## src/rtl/axis_pkg.sv

```systemverilog
// rtl/axis_pkg.sv - shared AXI-Stream constants and helpers
package axis_pkg;

  localparam int AXIS_DATA_WIDTH = 32;
  localparam int COUNTER_WIDTH   = 32;

  // Number of byte strobes for a given tdata width
  function automatic int strb_width(input int data_width);
    return data_width / 8;
  endfunction

endpackage

```

## src/rtl/axis_split_counter.sv

```systemverilog
// rtl/axis_split_counter.sv - free-running wrap-around event counter with enable
module axis_split_counter
  import axis_pkg::*;
#(
  parameter int WIDTH = COUNTER_WIDTH
) (
  input  logic             clk,
  input  logic             rst_n,
  input  logic             en,
  output logic [WIDTH-1:0] count
);

  // Increment on each enabled cycle; all-ones rolls over to zero
  always_ff @(posedge clk or negedge rst_n) begin
    if (!rst_n) begin
      count <= '0;
    end else if (en) begin
      count <= count + 1'b1;
    end
  end

endmodule

```

## src/rtl/axis_split.sv

```systemverilog
// rtl/axis_split.sv - AXI-Stream broadcast fork with per-packet output mask
module axis_split
  import axis_pkg::*;
#(
  parameter int AXIS_DATA_WIDTH = axis_pkg::AXIS_DATA_WIDTH,
  parameter int NUM_OUTPUTS     = 2
) (
  input  logic                                   axis_aclk,
  input  logic                                   axis_aresetn,
  input  logic                                   s_tvalid,
  output logic                                   s_tready,
  input  logic [AXIS_DATA_WIDTH-1:0]             s_tdata,
  input  logic [strb_width(AXIS_DATA_WIDTH)-1:0] s_tstrb,
  input  logic                                   s_tlast,
  input  logic [NUM_OUTPUTS-1:0]                 out_enable,
  output logic [NUM_OUTPUTS-1:0]                 m_tvalid,
  input  logic [NUM_OUTPUTS-1:0]                 m_tready,
  output logic [AXIS_DATA_WIDTH-1:0]             m_tdata,
  output logic [strb_width(AXIS_DATA_WIDTH)-1:0] m_tstrb,
  output logic                                   m_tlast,
  output logic [COUNTER_WIDTH-1:0]               pkt_count,
  output logic [COUNTER_WIDTH-1:0]               drop_count
);

  localparam int STRB_WIDTH = strb_width(AXIS_DATA_WIDTH);

  typedef enum logic {
    ST_IDLE   = 1'b0,
    ST_IN_PKT = 1'b1
  } state_t;

  logic [1:0]             rst_sync;
  logic                   rst_n;
  state_t                 state;
  state_t                 state_next;
  logic [NUM_OUTPUTS-1:0] pending;
  logic [NUM_OUTPUTS-1:0] pkt_mask;
  logic [NUM_OUTPUTS-1:0] beat_mask;
  logic                   accept;
  logic                   pkt_inc;
  logic                   drop_inc;

  // Reset asserts immediately but releases two clocks later, synchronously
  always_ff @(posedge axis_aclk or negedge axis_aresetn) begin
    if (!axis_aresetn) begin
      rst_sync <= 2'b00;
    end else begin
      rst_sync <= {rst_sync[0], 1'b1};
    end
  end

  assign rst_n = rst_sync[1];

  // Upstream may advance only when every output still owing the beat takes it now
  assign s_tready = ~|(pending & ~m_tready);
  assign accept   = s_tvalid & s_tready;
  assign m_tvalid = pending;

  // Packet tracking state register
  always_ff @(posedge axis_aclk or negedge rst_n) begin
    if (!rst_n) begin
      state <= ST_IDLE;
    end else begin
      state <= state_next;
    end
  end

  // First beat takes the live enable mask; later beats reuse the latched one
  always_comb begin
    state_next = state;
    beat_mask  = pkt_mask;
    if (state == ST_IDLE) begin
      beat_mask = out_enable;
    end
    if (accept) begin
      state_next = s_tlast ? ST_IDLE : ST_IN_PKT;
    end
  end

  // Shared output register plus per-output outstanding bits
  always_ff @(posedge axis_aclk or negedge rst_n) begin
    if (!rst_n) begin
      pending  <= '0;
      pkt_mask <= '0;
      m_tdata  <= '0;
      m_tstrb  <= '0;
      m_tlast  <= 1'b0;
    end else if (accept) begin
      pending <= beat_mask;
      m_tdata <= s_tdata;
      m_tstrb <= s_tstrb;
      m_tlast <= s_tlast;
      if (state == ST_IDLE) begin
        pkt_mask <= out_enable;
      end
    end else begin
      pending <= pending & ~m_tready;
    end
  end

  // A packet is counted once, on acceptance of its last beat
  assign pkt_inc  = accept & s_tlast & (|beat_mask);
  assign drop_inc = accept & s_tlast & ~(|beat_mask);

  axis_split_counter #(
    .WIDTH (COUNTER_WIDTH)
  ) u_pkt_counter (
    .clk   (axis_aclk),
    .rst_n (rst_n),
    .en    (pkt_inc),
    .count (pkt_count)
  );

  axis_split_counter #(
    .WIDTH (COUNTER_WIDTH)
  ) u_drop_counter (
    .clk   (axis_aclk),
    .rst_n (rst_n),
    .en    (drop_inc),
    .count (drop_count)
  );

  logic unused_strb_width;
  assign unused_strb_width = (STRB_WIDTH == 0);

endmodule

```

## config.mk

```make
export PLATFORM = sky130hd
export DESIGN_NAME = axis_split
export DESIGN_NICKNAME = d
export VERILOG_FILES = /design/src/rtl/axis_pkg.sv /design/src/rtl/axis_split_counter.sv /design/src/rtl/axis_split.sv
export SDC_FILE = /design/constraint.sdc
export NUM_CORES = 1
export LEC_CHECK = 0
export CELL_PAD_IN_SITES_DETAIL_PLACEMENT = 1
export CELL_PAD_IN_SITES_GLOBAL_PLACEMENT = 1
export CORE_ASPECT_RATIO = 0.7
export CORE_MARGIN = 3
export CORE_UTILIZATION = 33
export DETAILED_ROUTE_END_ITERATION = 16
export HOLD_SLACK_MARGIN = 0.06
export PLACE_DENSITY = 0.86
export SYNTH_ARGS = -nofsm -noshare
export SYNTH_HDL_FRONTEND = slang
export SYNTH_SLANG_ARGS = --single-unit
```

## constraint.sdc

```tcl
create_clock -name axis_aclk -period 3.17 [get_ports axis_aclk]
set_input_delay 0.634 -clock axis_aclk [delete_from_list [all_inputs] [get_ports axis_aclk]]
set_output_delay 0.634 -clock axis_aclk [all_outputs]
set_load 0.005 [all_outputs]
```

### Word level (Yosys, flattened, before mapping)

Index checks and enable logic that the tools add are counted.

| operators by class | value |
|---|---|
| reductions and logical operators | 3 |
| multiplexer cells | 3 |
| bitwise operators | 7 |
| $add $sub $neg | 2 |

Operator list:

| operator | number |
|---|---|
| adder 32 x 1 -> 32 bit (second input constant) | 2 |
| bitwise AND 1 bit | 4 |
| 2-to-1 mux 2 bit | 2 |
| OR reduction 2 bit | 2 |
| bitwise AND 2 bit | 1 |
| NOT 2 bit | 1 |
| zero test 1 bit | 1 |
| 2-to-1 mux 1 bit | 1 |
| NOT 1 bit | 1 |

| word-level totals | value |
|---|---|
| bits of input ports | 44 |
| register bits | 108 |
| word-level logic and storage cells | 24 |

### Logic depth before layout (Yosys ltp)

Gate-level depths: netlist of the first run.

| depth | value |
|---|---|
| depth in word-level cells | 7 |
| gate-level depth with buffers | 7 |
| mapped depth without buffers | 6 |

### Modules after synthesis

A second synthesis of the first run with hierarchy kept.

| unflattened totals | value |
|---|---|
| cells, all modules | 351 |
| area, all modules | 4675.7 um^2 |

Modules (own cells, without submodules):

| module | sequential area each (um^2) | times used | cells each | area an instance (um^2) |
|---|---|---|---|---|
| axis_split_counter | 800.8 | 2 | 123 | 1448.9 |
| axis_split | 1101.1 | 1 | 105 | 1778.0 |

### Worst setup path before layout of the first run

Ideal clock, no wire load.

| timing path | value |
|---|---|
| kind | input -> register |
| start point | in out_enable[0] |
| end point | reg u_drop_counter.count[26] |
| slack | 997 ps |
| data arrival time | 2094 ps |
| data required time | 3091 ps |
| setup time | 79 ps |
| stages | 6 |
| cell sequence | or3_4 a2111oi_4 buf_6 nand4_4 nor4_4 xor2_1 |

| between the ends | value |
|---|---|
| longest elaborated chain between the ends | 4 |

Ends and longest elaborated chain:

| what | line | RTL |
|---|---|---|
| start: declaration | axis_split.sv:15 | `input logic [NUM_OUTPUTS-1:0] out_enable,` |
| 2-to-1 mux 2 bit | n/a |  |
| OR reduction 2 bit | axis_split.sv:103 | `assign drop_inc = accept & s_tlast & ~(\|beat_mask);` |
| NOT 1 bit | axis_split.sv:103 |  |
| bitwise AND 1 bit | axis_split.sv:103 |  |
| end signal: assignment | axis_split_counter.sv:18 | `count <= count + 1'b1;` |
| end: declaration | axis_split_counter.sv:10 | `output logic [WIDTH-1:0] count` |

Every way passes these cells.
A chain may end at the register's enable or synchronous reset.

### Worst setup path in the final report of the first run

| timing path | value |
|---|---|
| start point | in m_tready[1] |
| end point | out s_tready |

| between the ends | value |
|---|---|
| longest elaborated chain between the ends | 4 |

Ends and longest elaborated chain:

| what | line | RTL |
|---|---|---|
| start: declaration | axis_split.sv:17 | `input logic [NUM_OUTPUTS-1:0] m_tready,` |
| NOT 2 bit | axis_split.sv:55 | `assign s_tready = ~\|(pending & ~m_tready);` |
| bitwise AND 2 bit | axis_split.sv:55 |  |
| OR reduction 2 bit | axis_split.sv:55 |  |
| zero test 1 bit | axis_split.sv:55 |  |
| end: declaration | axis_split.sv:11 | `output logic s_tready,` |

Every way passes these cells.

==> results of run 1 <==
==> logic make-up after synthesis <==
logic type | Yosys count | share of synthesized area [%]
AO/OA/AOI/OAI | 4 | 1.013
adder cells (fa/ha/maj) | 2 | 0.5332
other | 1 | 0.07992
buffers and inverters | 15 | 1.520
XOR/XNOR | 62 | 11.57
multiplexers | 42 | 10.03
flip-flops | 108 | 57.60
AND/OR/NAND/NOR | 146 | 17.65
==> power by group <==
| part | switching [mW] | internal, mW | total (mW) |
|---|---|---|---|
| Sequential | 0.238 | 1.64 | 1.88 |
| Combinational | 0.383 | 0.736 | 1.12 |
| Clock | 0.511 | 0.557 | 1.07 |
==> worst paths after layout <==
check                                       start  slack, ns                 endpoint  cells after the start
min in group asynchronous            axis_aresetn       0.45              rst_sync[1]                      1
max                                   m_tready[1]       0.45                 s_tready                      4
min                                   rst_sync[0]       0.36              rst_sync[1]                      0
max in group asynchronous             rst_sync[1]       1.79               m_tdata[8]                      1
max reg2reg                u_pkt_counter.count[0]       0.73  u_pkt_counter.count[26]                      6
min reg2reg                           rst_sync[0]       0.36              rst_sync[1]                      0
==> state kept, by name (all words and copies together) (netlist names) <==
signal and count:
m_tstrb 4, pkt_mask 2, m_tdata 32, u_pkt_counter.count 32, m_tlast 1, u_drop_counter.count 32
m_tvalid 2, rst_sync 2, state 1
==> area by class of cell <==
cell class                 count  share of cell area, %
timing repair buffer         154                  22.93
clock buffer                  11                  3.622
sequential                   108                  40.38
inverter                       8                 0.4481
multi-input combinational    257                  28.62
clock inverter                 5                 0.5414
tap                          185                  3.454
==> stage by stage <==
step	total power [mW]	hold WS, ns	cell area [sq um]	cells	utilization, %
finish	4.064	0.3560	6701	728	49.52
global route	4.291	0.3815	6701	728	49.52
CTS	4.134	0.3609	6701	728	49.52
detailed placement	3.045	0.3418	6422	712	47.46
global placement	2.960	0.3399	6422	712	47.46
floorplan	2.291	0.3311	4693	380	-
==> per-layer routing <==
layer,global-route usage [%],wire [microns],part of all wire [%]
met3,6.145,1060,8.0
met2,27.36,6011,45
met5,0,0,0
met1,22.49,6119,46
met4,2.966,57,0.43
==> cells in the mapped netlist (2+ instances only) <==
cell / count / area, sq um
xnor2_1: 28 / 245.2
buf_1: 4 / 15.01
o21bai_1: 2 / 15.01
mux2_2: 40 / 450.4
nor4_1: 4 / 25.02
nand4_1: 19 / 118.9
and3_1: 5 / 31.28
and2_1: 4 / 25.02
buf_6: 2 / 22.52
nor2b_1: 3 / 18.77
dfrtp_1: 108 / 2703
mux2i_1: 2 / 20.02
and4_1: 2 / 17.52
nand3_1: 17 / 85.08
nand3_2: 2 / 20.02
ha_1: 2 / 25.02
nor4_2: 2 / 25.02
nor3b_1: 2 / 15.01
nor2_1: 23 / 86.33
nor3_1: 19 / 95.09
nand2_1: 31 / 116.4
nor3_2: 4 / 40.04
xor2_1: 34 / 297.8
nand4_4: 2 / 42.54
inv_1: 8 / 30.03
or3_1: 3 / 18.77
==> cell usage in the layout (no fill, tap or decap), types with 3 or more instances in the layout <==
cell             count
and2_1               4
and3_1               5
buf_4                6
clkbuf_16            9
clkdlybuf4s50_1    147
clkinvlp_4           3
dfrtp_1            107
inv_1                8
mux2_2              40
nand2_1             31
nand3_1             17
nand4_1             19
nor2_1              23
nor2b_1              3
nor3_1              19
nor3_2               4
nor4_1               4
or3_1                3
xnor2_1             28
xor2_1              34
==> flow_summary_export.csv, run 1 <==
group,metric,value,unit
floorplanning,io_pins,148,
cts,h-tree-depth,3,
setup_path,cp_num_buf_inv,2,
logic_synthesis,ys_seq_elements,108,
global_route,antenna_found_initial,0,
sta,max_slew_margin,25.93,%
floorplanning,die_area,15710,sq um
floorplanning,start_util,34.67,%
placed_design,place.gp.congestion,0.7950,
hold_path,hp-class,"reg -> reg",
global_route,track_usage,17.03,%
cts,clockBufferDepth,2,
setup_path,path_cells,"clkdlybuf4s50_1 -> nor2b_1 -> nor2_1 -> clkdlybuf4s50_1",
sta,tightest_slew,1.111,ns
sta,finalCritPeriodShare,85.70,%
cts,clk_pin_slew,0.07,ns
floorplanning,die_h,105.8,microns
layout,fillCellCount,1410,
setup_path,crit_path_start_kind,"primary input",
logic_synthesis,syn_area,4692,sq um
placed_design,dp_hpwl,10070,microns
run,cap_violations,0,
layout,nNetsFinal,584,
floorplanning,core_area,13530,sq um
sta,hold_violations,0,
logic_synthesis,async_flop_share,100.0,%
logic_synthesis,synthFlopType,"dfrtp_1",
cts,postCtsSetupBuffers,0,
sta,slew_viol_final,0,
setup_path,crit_slowest_cell,"clkdlybuf4s50_1",
logic_synthesis,yosys.cell_types.count,34,
global_route,grt_pass1_vias,3954,
detailed_routing,remaining_drc_errors,0,
setup_path,crit_fanout,5,
setup_path,slowest_delay,0.49,ns
layout,drive_gt1_share,14.18,%
detailed_routing,dr.pass1.iters,4,
placed_design,pre_cts_slack,0.2710,ns
pwr,p_leak,2.899,nW
detailed_routing,ant_nets,0,
layout,syn2layout_area_growth,42.83,%
cts,clk_latency,0.34,ns
logic_synthesis,avgSynthCellArea,12.35,sq um
setup_path,cp_common_cell,"clkdlybuf4s50_1",
cts,hold_buffers,0,
cts,ctsResizeCount,0,
layout,seq_area,2706,sq um
setup_path,cp_top_family,"buffers and inverters",
cts,cts_tree,"built",
sta,finalWorstSetupSlack,0.4535,ns
logic_synthesis,yosysWarnings,0,
global_route,grt_overflow,0,
setup_path,crit_type,"in -> out",
sta,rsz0062_at_grt,"false",
setup_path,cp-end-kind,"output port",
global_route,grt_pass1_wl,21580,microns
detailed_routing,drt-initial-drc-count,157,
sta,finalSetupViolCount,0,
floorplanning,num_rows,35,
pwr,power_density,606.5,nW/um^2
setup_path,crit_arrival,2.08,ns
detailed_routing,wl_per_cell,18.20,microns
detailed_routing,vias,3516,
global_route,grt_max_degree,84,
detailed_routing,routed_wl,13250,microns
logic_synthesis,syn-num-nets,426,
run_status,status,"finished clean",
detailed_routing,vias_per_cell,4.830,
logic_synthesis,synth_cells,380,
sta,period_needed,2.717,ns
setup_path,worstPathRequired,2.54,ns
sta,max_clock_freq,368.1,MHz
logic_synthesis,ys_seq_area_share,57.60,%
logic_synthesis,synth_edf_count,0,
layout,multi_input_area,1918,sq um
cts,cts.sinks,108,
cts,cts-root-buf,"clkbuf_16",
placed_design,numPortBuffers,147,
pwr,vdd_drop_max,0.0003097,V
layout,num_antenna_cells,0,
floorplanning,dieWidth,148.5,microns
cts,cts_buffers,9,
sta,worst_clock_skew,0.005990,ns
sta,tns,0,ns
Power figures use the tool's default switching activity.
==> run 2, diff against run 1 <==
HOLD_SLACK_MARGIN = 0.08   (was 0.06)
==> results of run 2 <==
No change in the layout: final DEF, timing and power equal those of run 1.
